**src/rtl/temp_uart_pkg.sv**
```systemverilog
// -----------------------------------------------------------------------------
// temp_uart_pkg
//   Shared definitions for the temperature UART link. The TX-side formatter and
//   the RX-side parser (uart_recv_temp) use the same ASCII constants, so both
//   ends of the link always agree on the frame format "DD.D<LF>".
//
//   Contents:
//     ASC_*       ASCII byte constants used by the frame format
//     rx_state_e  parser FSM state encoding
// -----------------------------------------------------------------------------
package temp_uart_pkg;

  localparam logic [7:0] ASC_0   = 8'h30;
  localparam logic [7:0] ASC_9   = 8'h39;
  localparam logic [7:0] ASC_DOT = 8'h2E;
  localparam logic [7:0] ASC_CR  = 8'h0D;
  localparam logic [7:0] ASC_LF  = 8'h0A;

  // ST_D_TEN names the "expecting tens digit" phase of a frame. The parser folds
  // that phase into ST_IDLE: a digit received while idle is the tens digit. The
  // encoding is kept so state values stay stable for anything decoding them.
  typedef enum logic [2:0] {
    ST_IDLE   = 3'd0,
    ST_D_TEN  = 3'd1,
    ST_D_UNIT = 3'd2,
    ST_DOT    = 3'd3,
    ST_D_DEC  = 3'd4,
    ST_EOL    = 3'd5,
    ST_FLUSH  = 3'd6
  } rx_state_e;

endpackage : temp_uart_pkg

```
**src/rtl/uart_gap_timer.sv**
```systemverilog
// -----------------------------------------------------------------------------
// uart_gap_timer
//   Inter-byte gap watchdog. Counts clock cycles while enabled; the count is
//   held at zero whenever the timer is disabled or cleared. timeout_o is a
//   combinational pulse in the cycle the count sits at CYCLES-1 while still
//   enabled and not being cleared, so a clear arriving in that same cycle
//   always wins over the timeout.
//
//   Ports:
//     clk_i      in   1  clock
//     rst_ni     in   1  asynchronous reset, active-low
//     clr_i      in   1  restart the count (a byte was received)
//     en_i       in   1  count enable (a frame is in progress)
//     timeout_o  out  1  gap limit reached
// -----------------------------------------------------------------------------
module uart_gap_timer #(
  parameter int unsigned CYCLES = 120000
) (
  input  logic clk_i,
  input  logic rst_ni,
  input  logic clr_i,
  input  logic en_i,
  output logic timeout_o
);

  localparam int unsigned CW = $clog2(CYCLES + 1);
  localparam logic [CW-1:0] LAST = CW'(CYCLES - 1);

  logic [CW-1:0] cnt_q;

  always_ff @(posedge clk_i or negedge rst_ni) begin
    if (!rst_ni) begin
      cnt_q <= '0;
    end else if (clr_i || !en_i) begin
      cnt_q <= '0;
    end else if (cnt_q != LAST) begin
      // Saturate: the owner leaves the timed state right after the timeout,
      // which disables and clears the count anyway.
      cnt_q <= cnt_q + 1'b1;
    end
  end

  assign timeout_o = en_i && !clr_i && (cnt_q == LAST);

endmodule : uart_gap_timer

```
**src/rtl/uart_recv_temp.sv**
```systemverilog
// -----------------------------------------------------------------------------
// uart_recv_temp
//   Parses ASCII temperature-threshold frames "DD.D<LF>" (e.g. "25.5\n")
//   arriving byte by byte from uart_rx, and holds the last good threshold as
//   three BCD digits plus a binary value in tenths of a degree. Malformed or
//   stalled frames are dropped, flagged on frame_err, and leave the held
//   threshold untouched.
//
//   Input handshake: uart_rx_done is a one-cycle qualifier for uart_rx_data.
//   There is no back-pressure; every strobed byte, including strobes on
//   consecutive cycles, is consumed in the cycle it is presented.
//
//   Ports:
//     sys_clk       in   1   system clock
//     sys_rst_n     in   1   asynchronous reset, active-low
//     uart_rx_done  in   1   byte strobe
//     uart_rx_data  in   8   received byte
//     thr_ten       out  4   BCD tens digit of threshold
//     thr_unit      out  4   BCD units digit
//     thr_dec       out  4   BCD tenths digit
//     thr_tenths    out  10  binary threshold in tenths (0..999)
//     thr_update    out  1   pulse: new threshold committed
//     frame_err     out  1   pulse: frame aborted (bad byte or gap timeout)
//     busy          out  1   a frame is partially received (state != IDLE)
// -----------------------------------------------------------------------------
module uart_recv_temp
  import temp_uart_pkg::*;
#(
  parameter int unsigned CLK_FREQ   = 12_000_000,
  parameter int unsigned GAP_MS     = 10,
  parameter int unsigned DEF_TENTHS = 300
) (
  input  logic       sys_clk,
  input  logic       sys_rst_n,
  input  logic       uart_rx_done,
  input  logic [7:0] uart_rx_data,
  output logic [3:0] thr_ten,
  output logic [3:0] thr_unit,
  output logic [3:0] thr_dec,
  output logic [9:0] thr_tenths,
  output logic       thr_update,
  output logic       frame_err,
  output logic       busy
);

  localparam int unsigned GAP_CYCLES = CLK_FREQ / 1000 * GAP_MS;

  localparam logic [3:0] DEF_TEN  = 4'(DEF_TENTHS / 100);
  localparam logic [3:0] DEF_UNIT = 4'((DEF_TENTHS / 10) % 10);
  localparam logic [3:0] DEF_DEC  = 4'(DEF_TENTHS % 10);
  localparam logic [9:0] DEF_VAL  = 10'(DEF_TENTHS);

  // ten*100 + unit*10 + dec using shifts and adds only; the largest result
  // is 999, so 10 bits never overflow.
  function automatic logic [9:0] tenths_of(input logic [3:0] ten,
                                           input logic [3:0] unit,
                                           input logic [3:0] dec);
    logic [9:0] t;
    logic [9:0] u;
    logic [9:0] d;
    t = {6'd0, ten};
    u = {6'd0, unit};
    d = {6'd0, dec};
    return (t << 6) + (t << 5) + (t << 2) + (u << 3) + (u << 1) + d;
  endfunction

  rx_state_e  state_q;
  logic [3:0] ten_sh_q;
  logic [3:0] unit_sh_q;
  logic [3:0] dec_sh_q;
  logic [3:0] thr_ten_q;
  logic [3:0] thr_unit_q;
  logic [3:0] thr_dec_q;
  logic [9:0] thr_tenths_q;
  logic [9:0] thr_tenths_d;
  logic       thr_update_q;
  logic       frame_err_q;

  logic       rx_is_digit;
  logic [3:0] rx_digit;
  logic       gap_en;
  logic       gap_timeout;

  // ASCII '0'..'9' are 8'h30..8'h39, so the low nibble is the digit value.
  assign rx_is_digit = (uart_rx_data >= ASC_0) && (uart_rx_data <= ASC_9);
  assign rx_digit    = uart_rx_data[3:0];

  // The binary value is built from the shadows, which are all valid by the
  // time the LF arrives in ST_EOL.
  always_comb begin
    thr_tenths_d = tenths_of(ten_sh_q, unit_sh_q, dec_sh_q);
  end

  // Timing only applies inside a frame; ST_FLUSH waits for LF indefinitely.
  assign gap_en = (state_q != ST_IDLE) && (state_q != ST_FLUSH);

  uart_gap_timer #(
    .CYCLES (GAP_CYCLES)
  ) u_gap_timer (
    .clk_i     (sys_clk),
    .rst_ni    (sys_rst_n),
    .clr_i     (uart_rx_done),
    .en_i      (gap_en),
    .timeout_o (gap_timeout)
  );

  always_ff @(posedge sys_clk or negedge sys_rst_n) begin
    if (!sys_rst_n) begin
      state_q      <= ST_IDLE;
      ten_sh_q     <= '0;
      unit_sh_q    <= '0;
      dec_sh_q     <= '0;
      thr_ten_q    <= DEF_TEN;
      thr_unit_q   <= DEF_UNIT;
      thr_dec_q    <= DEF_DEC;
      thr_tenths_q <= DEF_VAL;
      thr_update_q <= 1'b0;
      frame_err_q  <= 1'b0;
    end else begin
      thr_update_q <= 1'b0;
      frame_err_q  <= 1'b0;

      if (uart_rx_done) begin
        case (state_q)
          ST_IDLE: begin
            if (rx_is_digit) begin
              ten_sh_q <= rx_digit;
              state_q  <= ST_D_UNIT;
            end else if ((uart_rx_data != ASC_CR) && (uart_rx_data != ASC_LF)) begin
              state_q     <= ST_FLUSH;
              frame_err_q <= 1'b1;
            end
          end

          ST_D_UNIT: begin
            if (rx_is_digit) begin
              unit_sh_q <= rx_digit;
              state_q   <= ST_DOT;
            end else begin
              state_q     <= ST_FLUSH;
              frame_err_q <= 1'b1;
            end
          end

          ST_DOT: begin
            if (uart_rx_data == ASC_DOT) begin
              state_q <= ST_D_DEC;
            end else begin
              state_q     <= ST_FLUSH;
              frame_err_q <= 1'b1;
            end
          end

          ST_D_DEC: begin
            if (rx_is_digit) begin
              dec_sh_q <= rx_digit;
              state_q  <= ST_EOL;
            end else begin
              state_q     <= ST_FLUSH;
              frame_err_q <= 1'b1;
            end
          end

          ST_EOL: begin
            if (uart_rx_data == ASC_LF) begin
              // All four threshold outputs move on the same edge, so a
              // consumer never sees a mix of old and new digits.
              thr_ten_q    <= ten_sh_q;
              thr_unit_q   <= unit_sh_q;
              thr_dec_q    <= dec_sh_q;
              thr_tenths_q <= thr_tenths_d;
              thr_update_q <= 1'b1;
              state_q      <= ST_IDLE;
            end else if (uart_rx_data != ASC_CR) begin
              state_q     <= ST_FLUSH;
              frame_err_q <= 1'b1;
            end
          end

          ST_FLUSH: begin
            // Already flagged on entry; stay silent until the frame ends.
            if (uart_rx_data == ASC_LF) begin
              state_q <= ST_IDLE;
            end
          end

          default: begin
            state_q <= ST_IDLE;
          end
        endcase
      end else if (gap_timeout) begin
        // A stalled frame is simply abandoned; the next byte starts afresh.
        state_q     <= ST_IDLE;
        frame_err_q <= 1'b1;
      end
    end
  end

  assign thr_ten    = thr_ten_q;
  assign thr_unit   = thr_unit_q;
  assign thr_dec    = thr_dec_q;
  assign thr_tenths = thr_tenths_q;
  assign thr_update = thr_update_q;
  assign frame_err  = frame_err_q;
  assign busy       = (state_q != ST_IDLE);

endmodule : uart_recv_temp

```
**config.mk**
```make
export PLATFORM = sky130hd
export DESIGN_NAME = uart_recv_temp
export DESIGN_NICKNAME = d
export VERILOG_FILES = /design/src/rtl/temp_uart_pkg.sv /design/src/rtl/uart_gap_timer.sv /design/src/rtl/uart_recv_temp.sv
export SDC_FILE = /design/constraint.sdc
export NUM_CORES = 1
export LEC_CHECK = 0
export CORE_MARGIN = 10
export CORE_UTILIZATION = 42
export DETAILED_ROUTE_END_ITERATION = 6
export RECOVER_POWER = 100
export SLEW_MARGIN = 20
export SYNTH_ARGS = -nofsm -noshare
export SYNTH_HDL_FRONTEND = slang
export SYNTH_SLANG_ARGS = --single-unit
export TNS_END_PERCENT = 5
```
**constraint.sdc**
```tcl
create_clock -name sys_clk -period 7.3 [get_ports sys_clk]
set_input_delay 1.46 -clock sys_clk [delete_from_list [all_inputs] [get_ports sys_clk]]
set_output_delay 1.46 -clock sys_clk [all_outputs]
set_load 0.1 [all_outputs]
```
==> Implementation_results.wiki, run 1 <==
{| class="wikitable"
! Metric !! Value
|-
| Outcome || complete, but fails checks
|-
| 1st-pass router iterations || 4
|-
| Post-CTS setup repair buffer count || 0
|-
| Top achievable clock speed || 0.2145 GHz
|-
| Top_reg_cell synth || sky130_fd_sc_hd__dfrtp_1
|-
| Total count of hold-check failures in the final report || 0
|-
| Slowest cell on the critical path || sky130_fd_sc_hd__nand4_1
|-
| Overall routing resource usage || about 11%
|-
| Filler Cell Count || 719
|-
| Routed WL per cell || 14.61 um
|-
| Number of I/O port buffers || 35
|-
| Root Buffer || sky130_fd_sc_hd__clkbuf_8
|-
| Number of distinct standard cells referenced by the synthesized netlist || 55
|-
| Commonest cells in the netlist || sky130_fd_sc_hd__dfrtp_1 (49), sky130_fd_sc_hd__nand2_1 (28), sky130_fd_sc_hd__inv_1 (26)
|-
| Unrepaired setup endpoints after global routing || false
|-
| Post-synthesis register bit count || 55
|-
| Insertion delay to the later sink of the worst-skew pair || 0.31 ns
|-
| Portion of the post-synthesis area used by sequential elements || 43.56%
|-
| Worst Slack Setup Final || approximately 2.6 ns
|-
| Width of the die || 107.0 um
|-
| Number of antenna-violating nets in the routed design || 0
|-
| Core Footprint || 7292 um^2
|-
| Area of the mapped netlist || 3177 um^2
|-
| Violation count after the first detailed-routing iteration || 67
|-
| Chip height || around 110 um
|-
| Worst min-delay path class || register to register
|-
| Slew at the pin closest to its max-slew limit || between 2 and 3 ns
|-
| Dominant cells by area after synthesis || sky130_fd_sc_hd__dfrtp_1 (39%), sky130_fd_sc_hd__mux2_2 (6.4%), sky130_fd_sc_hd__ha_1 (6.3%), sky130_fd_sc_hd__dfstp_2 (5.0%), sky130_fd_sc_hd__fa_1 (4.4%)
|-
| Synthesized area per cell || approximately 10 um^2
|-
| Number of nets produced by synthesis || about 340
|-
| Largest net degree at the start of global routing || 56
|-
| Maximum fanout count along the critical path || 36
|-
| Fraction of layout instances using a drive strength above 1 || 13.65%
|-
| Number of warning messages in the yosys log || 0
|-
| Worst path cell trace || dlygate4sd3_1, nor4b_1, and2_0, nand4_1, mux2_1
|-
| Arrival time at the worst endpoint || 4.85 ns
|-
| Via count of the first global-routing pass || ~2200
|-
| Startpoint types || input pin
|-
| Headroom to the max-slew limit || -96.23%
|-
| Number of max-capacitance violations reported || 1
|-
| Worst Setup End Kind || register
|-
| Minimum period implied by the final worst setup slack || 4.661 ns
|-
| Total power per unit cell area || roughly 250 nW/um^2
|-
| Post-detailed-route via-to-cell ratio || 5.211
|-
| Violated checks || max-capacitance violations, max-slew violations
|-
| Ratio of final minimum period to clock period || between 60% and 70%
|-
| CTS tree || done
|-
| PnR Total Power || 0.0008945 W
|-
| Wire length of the first global-routing pass || 10830 um
|-
| Detail Placement HPWL || 4719 um
|-
| Setup Total Neg Slack || 0 ns
|-
| CP peak stage delay || 1.02 ns
|-
| # resized after CTS || 0
|-
| Weighted congestion reported at the end of routability-driven placement || 0.8714
|-
| IO Pins || 36
|-
| DRC violations left || 0
|-
| Area Growth Syn to Fin || 14.81%
|-
| Post-placement worst setup slack || 3.159 ns
|-
| Max Buffers Root-to-Sink || 2
|-
| Worst path required time || 7.49 ns
|-
| Final Slew Violations || 56
|-
| Number of failing setup endpoints in the final timing report || 0
|-
| Number of antenna violations at the first check in global routing || 0
|-
| Clock tree skew after final layout || 0.009024 ns
|-
| Utilization after layout || 50.02%
|-
| Top-area cell type share of the netlist area || between 30 and 40%
|-
| Final Net Count || between 300 and 400
|-
| Cell leakage power || 1.737 nW
|-
| Number of hold-repair buffers added at the cts stage || 0
|-
| R2r startpoint || ten_sh_q[1]
|-
| CTS buffer count || 5
|-
| Row count || 31
|-
| Total number of H-tree levels || 2
|-
| Effective utilization at floorplan || 43.57%
|-
| Reg clk slew, reported paths || about 0.090 ns
|-
| FFs w/ async S/R, synth || 100.0%
|-
| Cell accounting for the most synthesized area || sky130_fd_sc_hd__dfrtp_1
|-
| Number of enable-type register cells in the synthesized netlist || 0
|-
| Worst VDD drop || 0.0002441 V
|-
| Clk sink count || 55
|-
| Critical path class || input pin to register
|-
| Area occupied by registers || 1384 um^2
|-
| Die area || 11440 um^2
|-
| DR vias || roughly 2300
|-
| Hold_sp || thr_tenths[8]
|-
| Area of combinational cells with multiple inputs || 1594 um^2
|-
| Final antenna diode count || 0
|-
| Routed WL || 6368 um
|-
| Post-synthesis cell count || 305
|-
| Overflow left after global routing || 0
|-
| Top-count cell post-synth || sky130_fd_sc_hd__dfrtp_1
|-
| Worst setup path start || uart_rx_data[3]
|}
-- power breakdown --
group | switching, W | total (W) | internal, W
Clock | 0.000105 | 0.000183 | 0.0000778
Sequential | 0.0000347 | 0.000369 | 0.000334
Combinational | 0.000209 | 0.000343 | 0.000133
-- stage by stage --
step | std cells | area (um^2) | hold slack, ns
2_1_floorplan | 305 | 3177 | 0.4750
3_3_place_gp | 428 | 3566 | 0.4668
3_5_place_dp | 428 | 3566 | 0.4721
4_1_cts | 436 | 3665 | 0.4870
5_1_grt | 436 | 3647 | 0.5118
6_report | 436 | 3647 | 0.4794
-- cells in the final DEF, fill, tap and decap left out, types with 8 or more instances in the layout --
cell type	instances
sky130_fd_sc_hd__mux2_2	18
sky130_fd_sc_hd__nand4_1	8
sky130_fd_sc_hd__a21oi_1	10
sky130_fd_sc_hd__nor2_1	24
sky130_fd_sc_hd__inv_1	26
sky130_fd_sc_hd__dfrtp_1	49
sky130_fd_sc_hd__o21ai_0	23
sky130_fd_sc_hd__dlygate4sd3_1	27
sky130_fd_sc_hd__nand2_1	28
sky130_fd_sc_hd__nand3_1	9
sky130_fd_sc_hd__ha_1	16
sky130_fd_sc_hd__xor2_1	13
-- worst paths after layout --
check	to	slack [ns]	depth (start not counted)
worst max-delay path	thr_dec[2]	2.64	5
worst min-delay path	thr_tenths[8]	0.48	2
worst max register to register	thr_tenths[9]	4.14	11
worst min register to register	thr_tenths[8]	0.48	2
max in group asynchronous	thr_dec[3]	3.45	2
min in group asynchronous	thr_unit[2]	2.19	2
-- final cells by class --
type | instances | share of cell area [%]
clock buffer | 6 | 2.264
clock inverter | 2 | 0.4460
inverter | 26 | 2.676
multi-input combinational | 212 | 43.70
sequential | 55 | 37.94
tap | 99 | 3.396
timing repair buffer | 36 | 9.571
-- logic make-up (layout without fill, tap and decap cells) --
| family | count (synthesis) | count (layout) | synth area share (%) |
|---|---|---|---|
| and+or+nand+nor | 97 | 97 | 17.01 |
| adders and majority gates | 23 | 23 | 10.71 |
| AOI/OAI and AO/OA | 53 | 53 | 10.56 |
| muxes | 21 | 21 | 7.365 |
| buffers and inverters | 38 | 70 | 5.829 |
| DFF | 55 | 55 | 43.56 |
| xor gates and xnor gates | 18 | 18 | 4.963 |
-- layer usage --
metal	track usage [%]	wire length (um)	vias up	part of all wire, %
met5	0	0	-	0
met3	2.275	257	8	4.0
met1	16.38	3307	1089	52
met2	16.24	2681	43	42
li1	-	-	1132	-
met4	4.352	122	0	1.9
-- state kept, by name (all words and copies together), names as in the netlist --
signal	cells
thr_unit	4
u_gap_timer.cnt_q	17
thr_update	1
thr_tenths	9
unit_sh_q	4
thr_dec	4
state_q	3
dec_sh_q	4
thr_ten	4
frame_err	1
ten_sh_q	4
-- critical path: cells and delay by family --
| kind | cells | cell delay (ns) |
|---|---|---|
| and+or+nand+nor | 3 | 2.06 |
| buffers and inverters | 1 | 0.62 |
| muxes | 1 | 0.71 |
(Power assumes the default switching activity.)
==> run 2, diff against run 1 <==
==> constraint.sdc (replaced) <==
create_clock -name sys_clk -period 4.66 [get_ports sys_clk]
set_input_delay 0.932 -clock sys_clk [delete_from_list [all_inputs] [get_ports sys_clk]]
set_output_delay 0.932 -clock sys_clk [all_outputs]
set_load 0.1 [all_outputs]
==> Implementation_results.wiki, run 2 (same netlist as run 1, synthesis figures left out) <==
{| class="wikitable"
! Metric !! Value
|-
| Final Net Count || 371 (+0.27%)
|-
| Number of I/O port buffers || 35 (unchanged)
|-
| Count of non-filler cells in the finished layout || 437 (+0.23%)
|-
| Root Buffer || sky130_fd_sc_hd__clkbuf_8
|-
| Total power per unit cell area || 394.0 nW/um^2 (+61%)
|-
| Number of antenna violations at the first check in global routing || 0 (unchanged)
|-
| Number of failing setup endpoints in the final timing report || 0 (unchanged)
|-
| Clk sink count || 55 (unchanged)
|-
| Largest net degree at the start of global routing || 56 (unchanged)
|-
| Worst Setup End Kind || register
|-
| Startpoint types || input pin
|-
| DR vias || 2252 (-0.88%)
|-
| Row count || 31 (unchanged)
|-
| Number of hold-repair buffers added at the cts stage || 0 (unchanged)
|-
| Clock tree skew after final layout || 0.01731 ns (+0.008290 ns)
|-
| Post-placement worst setup slack || 1.287 ns (-1.873 ns)
|-
| Insertion delay to the later sink of the worst-skew pair || 0.32 ns (about the same)
|-
| Post-CTS setup repair buffer count || 0 (unchanged)
|-
| Fraction of layout instances using a drive strength above 1 || 13.31% (-0.34 points)
|-
| Ratio of final minimum period to clock period || around four fifths
|-
| DRC violations left || 0 (unchanged)
|-
| Core Footprint || 7292 um^2 (unchanged)
|-
| Detail Placement HPWL || 4872 um (+3.3%)
|-
| Slew at the pin closest to its max-slew limit || 2.914 ns (-0.02938 ns)
|-
| Chip height || 107.0 um (unchanged)
|-
| Overall routing resource usage || 11.83% (+0.46 points)
|-
| Violated checks || max-capacitance violations, max-slew violations
|-
| Routed WL || 6501 um (+2.1%)
|-
| Top achievable clock speed || 0.2719 GHz
|-
| Overflow left after global routing || 0 (unchanged)
|-
| Total number of H-tree levels || 2 (unchanged)
|-
| Cell leakage power || 1.746 nW (+0.53%)
|-
| Number of antenna-violating nets in the routed design || 0 (unchanged)
|-
| Post-detailed-route via-to-cell ratio || 5.153 (-1.1%)
|-
| Area Growth Syn to Fin || 15.28%
|-
| Metal2 WL || 2814 um (+5.0%)
|-
| Number of max-capacitance violations reported || 1 (unchanged)
|-
| Die area || 11440 um^2 (unchanged)
|-
| Weighted congestion reported at the end of routability-driven placement || 0.8786 (+0.83%)
|-
| Wire length of the first global-routing pass || 11150 um (+3.0%)
|-
| Critical path class || input pin to register
|-
| Max FFs per register || 17 (unchanged)
|-
| Reg clk slew, reported paths || 0.09 ns (about the same)
|-
| Violation count after the first detailed-routing iteration || 124 (+85%)
|-
| Total count of hold-check failures in the final report || 0 (unchanged)
|-
| Arrival time at the worst endpoint || 3.88 ns (-0.97 ns)
|-
| Worst path required time || 4.86 ns (-2.63 ns)
|-
| Max Buffers Root-to-Sink || 2 (unchanged)
|-
| Outcome || complete, but fails checks
|-
| Effective utilization at floorplan || 43.57% (unchanged)
|-
| Width of the die || 107.0 um (unchanged)
|-
| 1st-pass router iterations || 4 (unchanged)
|-
| Met1 wire length || 3288 um (-0.57%)
|-
| Total instance count after detailed placement || 429 (+0.23%)
|-
| # resized after CTS || 0 (unchanged)
|-
| IO Pins || 36 (unchanged)
|-
| Reg with most FFs || u_gap_timer.cnt_q
|-
| Top routing layer used || met4
|-
| Final antenna diode count || 0 (unchanged)
|-
| Worst Slack Setup Final || 0.9821 ns (-1.657 ns)
|-
| CTS tree || done
|-
| Worst min-delay path class || register to register
|-
| Headroom to the max-slew limit || -94.27% (+2.0 points)
|-
| Maximum fanout count along the critical path || 19 (-47%)
|-
| Via count of the first global-routing pass || 2187 (+1.2%)
|-
| Leading cell types in the layout, fill and taps excluded || sky130_fd_sc_hd__dfrtp_1 (49), sky130_fd_sc_hd__nand2_1 (28), sky130_fd_sc_hd__dlygate4sd3_1 (27)
|-
| Setup Total Neg Slack || 0 ns (unchanged)
|-
| Sum of met3 wire segment lengths after detailed routing || 303 um (+18%)
|-
| Filler Cell Count || 717 (-0.28%)
|-
| Most common cell after layout, fill and taps aside || sky130_fd_sc_hd__dfrtp_1
|-
| Final Slew Violations || 56 (unchanged)
|-
| Routed WL per cell || 14.88 um (+1.9%)
|-
| CTS buffer count || 5 (unchanged)
|-
| Worst VDD drop || 0.0003128 V (+28%)
|-
| Minimum period implied by the final worst setup slack || 3.678 ns
|-
| Unrepaired setup endpoints after global routing || false
|-
| PnR Total Power || 0.001443 W (+61%)
|}
-- run 2: cell types whose count changed in the layout (fill, tap and decap cells not counted) --
cell / delta
sky130_fd_sc_hd__clkbuf_1: +2
sky130_fd_sc_hd__clkbuf_8: -1
sky130_fd_sc_hd__clkinv_4: -1
sky130_fd_sc_hd__bufinv_16: +1
sky130_fd_sc_hd__buf_4: +1
sky130_fd_sc_hd__clkinvlp_4: -1
-- run 2: through the flow --
stage,hold WS (ns),util [%],instance area (um^2)
after CTS,0.4908,50.46,3680
after global routing,0.5059,50.22,3662
after global placement,0.4658,49.00,3573
after floorplan,0.4750,-,3177
final,0.4797,50.22,3662
after detailed placement,0.4752,49.00,3573
-- run 2: worst paths after layout --
path | from | end | slack (ns) | cells after the start
min | thr_tenths[9] | thr_tenths[9] | 0.48 | 2
max in group asynchronous | sys_rst_n | thr_tenths[9] | 1.36 | 2
max | uart_rx_data[3] | thr_tenths[1] | 0.98 | 6
max reg2reg | ten_sh_q[1] | thr_tenths[9] | 1.55 | 11
min reg2reg | thr_tenths[9] | thr_tenths[9] | 0.48 | 2
min in group asynchronous | sys_rst_n | thr_dec[0] | 1.66 | 2
-- run 2: layer usage --
metal	vias up	track usage (%)
met5	-	0
met4	0	4.062
met3	6	2.635
met2	50	17.38
met1	1073	16.67
li1	1123	-
-- run 2: area by class of cell --
class,instances,area (um^2),share of cell area (%)
multi-input combinational,212,1594,43.53
clock inverter,1,30.03,0.8200
tap,99,123.9,3.382
inverter,26,97.59,2.665
sequential,55,1384,37.79
timing repair buffer,37,356.6,9.737
clock buffer,7,76.32,2.084
-- run 2: critical path, cell delays in order --
cell                            delay [ns]
sky130_fd_sc_hd__dlygate4sd3_1        0.62
sky130_fd_sc_hd__nor4b_1              0.72
sky130_fd_sc_hd__and2_0               0.28
sky130_fd_sc_hd__nand4_1              0.59
sky130_fd_sc_hd__buf_4                0.45
sky130_fd_sc_hd__mux2_2               0.29
-- run 2: power breakdown --
group	leakage [nW]	internal, W	switching (W)
clock	0.0524	0.000161	0.000157
combinational	0.959	0.000211	0.000336
sequential	0.734	0.000524	0.0000553
total	1.75	0.000895	0.000547
